## src/rtl/alu_pkg.sv

```systemverilog
// Shared definitions for the ALU operand loader: state encoding and default operand width.
package alu_pkg;

  localparam int ALU_N = 4;

  localparam logic [1:0] ST_IDLE   = 2'd0;
  localparam logic [1:0] ST_GOT_A  = 2'd1;
  localparam logic [1:0] ST_ISSUE  = 2'd2;
  localparam logic [1:0] ST_RESULT = 2'd3;

  typedef enum logic [1:0] {
    IDLE   = ST_IDLE,
    GOT_A  = ST_GOT_A,
    ISSUE  = ST_ISSUE,
    RESULT = ST_RESULT
  } state_e;

endpackage

```

## src/rtl/mod_counter.sv

```systemverilog
// Free-running modulo-2^W event counter with async active-low reset; wraps silently.
module mod_counter #(
  parameter int W = 8
) (
  input  logic         clk_i,
  input  logic         rst_ni,
  input  logic         inc_i,
  output logic [W-1:0] count_o
);

  logic [W-1:0] count_q, count_d;

  always_comb begin
    count_d = count_q;
    if (inc_i) count_d = count_q + 1'b1;
  end

  always_ff @(posedge clk_i or negedge rst_ni) begin
    if (!rst_ni) count_q <= '0;
    else         count_q <= count_d;
  end

  assign count_o = count_q;

endmodule

```

## src/rtl/alu_operand_loader.sv

```systemverilog
// Pairs serial operand words into in0/in1 for a registered ALU, flags the result once the
// ALU has captured it, holds operands until the consumer takes it, and counts accepted pairs.
module alu_operand_loader
  import alu_pkg::*;
#(
  parameter int N     = ALU_N,
  parameter int CNT_W = 8
) (
  input  logic             clk,
  input  logic             rst,
  input  logic             flush,
  input  logic [N-1:0]     s_data,
  input  logic             s_valid,
  output logic             s_ready,
  output logic [N-1:0]     in0,
  output logic [N-1:0]     in1,
  output logic             res_valid,
  input  logic             res_ready,
  output logic [CNT_W-1:0] pair_count
);

  state_e         state_q, state_d;
  logic [N-1:0]   in0_q, in0_d;
  logic [N-1:0]   in1_q, in1_d;
  logic           res_valid_q, res_valid_d;
  logic           xfer;
  logic           pair_done;

  assign s_ready   = (state_q == IDLE) || (state_q == GOT_A);
  assign xfer      = s_valid & s_ready;
  // flush outranks res_ready, so an aborted result is never counted
  assign pair_done = (state_q == RESULT) & res_ready & ~flush;

  always_comb begin
    state_d     = state_q;
    in0_d       = in0_q;
    in1_d       = in1_q;
    res_valid_d = res_valid_q;
    if (flush) begin
      state_d     = IDLE;
      res_valid_d = 1'b0;
    end else begin
      case (state_q)
        IDLE: begin
          if (xfer) begin
            in0_d   = s_data;
            state_d = GOT_A;
          end
        end
        GOT_A: begin
          if (xfer) begin
            in1_d   = s_data;
            state_d = ISSUE;
          end
        end
        // The ALU captures f(in0,in1) at the end of this single cycle
        ISSUE: begin
          state_d     = RESULT;
          res_valid_d = 1'b1;
        end
        RESULT: begin
          if (res_ready) begin
            res_valid_d = 1'b0;
            state_d     = IDLE;
          end
        end
        default: state_d = IDLE;
      endcase
    end
  end

  always_ff @(posedge clk or negedge rst) begin
    if (!rst) begin
      state_q     <= IDLE;
      in0_q       <= '0;
      in1_q       <= '0;
      res_valid_q <= 1'b0;
    end else begin
      state_q     <= state_d;
      in0_q       <= in0_d;
      in1_q       <= in1_d;
      res_valid_q <= res_valid_d;
    end
  end

  assign in0       = in0_q;
  assign in1       = in1_q;
  assign res_valid = res_valid_q;

  mod_counter #(
    .W (CNT_W)
  ) u_pair_cnt (
    .clk_i   (clk),
    .rst_ni  (rst),
    .inc_i   (pair_done),
    .count_o (pair_count)
  );

endmodule

```

## config.mk

```make
export PLATFORM = sky130hd
export DESIGN_NAME = alu_operand_loader
export DESIGN_NICKNAME = d
export VERILOG_FILES = /design/src/rtl/alu_pkg.sv /design/src/rtl/mod_counter.sv /design/src/rtl/alu_operand_loader.sv
export SDC_FILE = /design/constraint.sdc
export NUM_CORES = 1
export LEC_CHECK = 0
export CELL_PAD_IN_SITES_DETAIL_PLACEMENT = 1
export CELL_PAD_IN_SITES_GLOBAL_PLACEMENT = 2
export CORE_MARGIN = 1.5
export CORE_UTILIZATION = 31
export CTS_BUF_LIST = sky130_fd_sc_hd__clkbuf_8 sky130_fd_sc_hd__clkbuf_16
export DETAILED_ROUTE_END_ITERATION = 6
export PLACE_DENSITY_LB_ADDON = 0.1
export SLEW_MARGIN = 20
export SYNTH_ARGS = -nofsm -noshare
export SYNTH_HDL_FRONTEND = slang
export SYNTH_SLANG_ARGS = --single-unit
```

## constraint.sdc

```tcl
create_clock -name clk -period 3.6 [get_ports clk]
set_input_delay 0.72 -clock clk [delete_from_list [all_inputs] [get_ports clk]]
set_output_delay 0.72 -clock clk [all_outputs]
set_load 0.02 [all_outputs]
```

==> metrics.cfg <==
[clock_tree]
clock_latency_ps=250
cts-root-buf=clkbuf_8
cts_buffers=3
clock_path_buffers=2
ctsResizeCount=0
cts_hold_buf=0
tritoncts=done
cts.clk_slew.worst_paths_ps=70
clock_sink_count=19
cts_setup_buffers=0
h-tree-depth=1

[cells_and_area]
ff_latch_area_sq_um=475
fill_cells=300
area_delta_synth_final_pct=38.5
drive_gt1_frac=0.168
final_area_sq_mm=0.00124
num_antenna_cells=0
multi_input_area_sq_um=410
nets=116

[timing]
finalSetupViolations=0
finalHoldViolations=0
finalClockSkew_ps=1.94
fmaxAchievable_mhz=395
slew_headroom=0.443
tightestPinTransition_ps=833
period_share=0.703
rsz0062_at_grt=false
maxSlewViolCount=0
fin_setup_tns_ps=0
period_needed_ps=2530

[logic_synthesis]
ys_types=21
synth-simple-area-share=0.164
synthArstFlopShare=1.00
yosys.area.top_type=dfrtp_1
yosys.area_share.adder=0.0700
ys_seq_area_frac=0.532
yosys-top-cells-area=dfrtp_1 (53%), mux2_2 (11%), ha_1 (7.0%)
synth_most_common_cell=dfrtp_1
synth.mux.area_fraction=0.113
synth_top_family_by_area=simple AND/OR/NAND/NOR gates
synthesis.area_sq_um=893
synth_top_area_frac=0.532
ys_ff_latch=19
synth_commonest_cells=dfrtp_1 (19), mux2_2 (9), nand2_1 (9)
yosysWarningCount=0
synth.avg_cell_area_sq_um=12.6
synth_nets=85
synth_compound_area_frac=0.0434
synth_xor_area_frac=0.0686
synth_enable_flop_cells=0
synthesis.instances=71
ys.flop_type=dfrtp_1

[critical_path]
worstPathMaxFanout=4
startpoint_type=register
rr_startpoint=state_q[0]
cp-end-kind=output pin
worst-endpoint-required_ps=2880
crit_type=reg -> out
r2r-end=state_q[0]
reg2reg_depth=5
arrival_ps=1810
reg2reg_slack_ps=2090

[die]
coreArea_sq_mm=0.00273
die_width_microns=56.7
initial_core_util=0.327
rows=19
io_pins=27
dieArea_sq_mm=0.00321
die_h_microns=56.7

[pwr]
cellLeakagePower_nw=0.607
cellPowerDensity_mw_per_mm2=696
peakVddDrop_mv=0.363

[global_route]
grt-ovfl-total=0
grt_usage=0.128
antenna_found_initial=0
grt_pass1_vias=684
grt_max_degree=20
grt_pass1_wl_mm=3.06

[placement]
io_buffers=26
place_congestion=0.635
placed_cell_area_sq_mm=0.00119
dpl.hpwl_mm=1.36

[drt]
vias_per_cell=4.76
wl_per_cell_microns=13.3
drtAntennaViolNets=0
wl_mm=1.76
num_vias=628
firstDrtPassIters=4
drc=0
drtIter0Drc=6

[hold_path]
min_path_cells=1
hold_start=u_pair_cnt.count_o[7]
min_to=u_pair_cnt.count_o[7]
hold_path_class=reg -> reg

[job]
drv_cap=0

[outcome]
status=complete, no violations

how the worst max path moves through the flow:
stage,start,endpoint,slack (ps),cells after the start
2_1_floorplan,state_q[0],s_ready,1880,3
3_3_place_gp,state_q[0],s_ready,1390,4
3_5_place_dp,state_q[0],s_ready,1340,4
4_1_cts,state_q[0],s_ready,1060,4
5_1_grt,state_q[0],s_ready,990,4
6_report,state_q[0],s_ready,1070,4
per-stage QoR:
stage	hold WS (ps)	utilization	power [mW]	instances	setup slack, ps
after floorplan	424	-	0.542	71	1880
after global placement	454	0.436	0.712	128	1390
after detailed placement	480	0.436	0.722	128	1340
after CTS	490	0.453	0.871	132	1060
after global routing	512	0.453	0.913	132	989
final	483	0.453	0.861	132	1070
metal layers:
layer	vias to the layer above	track usage	wire (microns)
met5	-	0	0
met1	300	0.145	763
li1	302	-	-
met4	0	0.0408	17
met3	2	0.0484	107
met2	24	0.219	871
where the power goes:
group | switching (mW) | internal [mW] | leakage (nW)
Clock | 0.0711 | 0.0758 | 0.0269
Combinational | 0.187 | 0.202 | 0.335
Sequential | 0.0442 | 0.281 | 0.245
Total | 0.303 | 0.558 | 0.607
layout make-up:
| class | instances | share of cell area |
|---|---|---|
| multi-input combinational | 50 | 0.332 |
| inverter | 2 | 0.00607 |
| clock buffer | 3 | 0.0334 |
| tap | 31 | 0.0313 |
| clock inverter | 1 | 0.00303 |
| timing repair buffer | 26 | 0.210 |
| sequential | 19 | 0.384 |
registers in the layout, summed over array words and instances (netlist names):
name and cells:
in1 4, state_q 2, u_pair_cnt.count_o 8, res_valid 1, in0 4
kinds of logic after synthesis:
family / after synthesis
XOR/XNOR: 7
AO/OA/AOI/OAI: 6
buffers and inverters: 2
adder cells (fa/ha/maj): 5
flip-flops: 19
multiplexers: 9
AND/OR/NAND/NOR: 23
critical path, stage by stage (launching register included):
cell and delay (ps):
dfrtp_1 400, inv_1 90, ha_1 240, or2_2 300, clkdlybuf4s50_1 540
layout by cell type (no fill, tap or decap), types with 2 or more instances in the layout:
cell	instances
xor2_1	6
clkbuf_8	3
nand2_1	9
inv_1	3
dfrtp_1	19
nor3_1	2
clkdlybuf4s50_1	26
ha_1	5
nor2_1	4
mux2_2	9
a21oi_1	3
(Power assumes the default switching activity.)
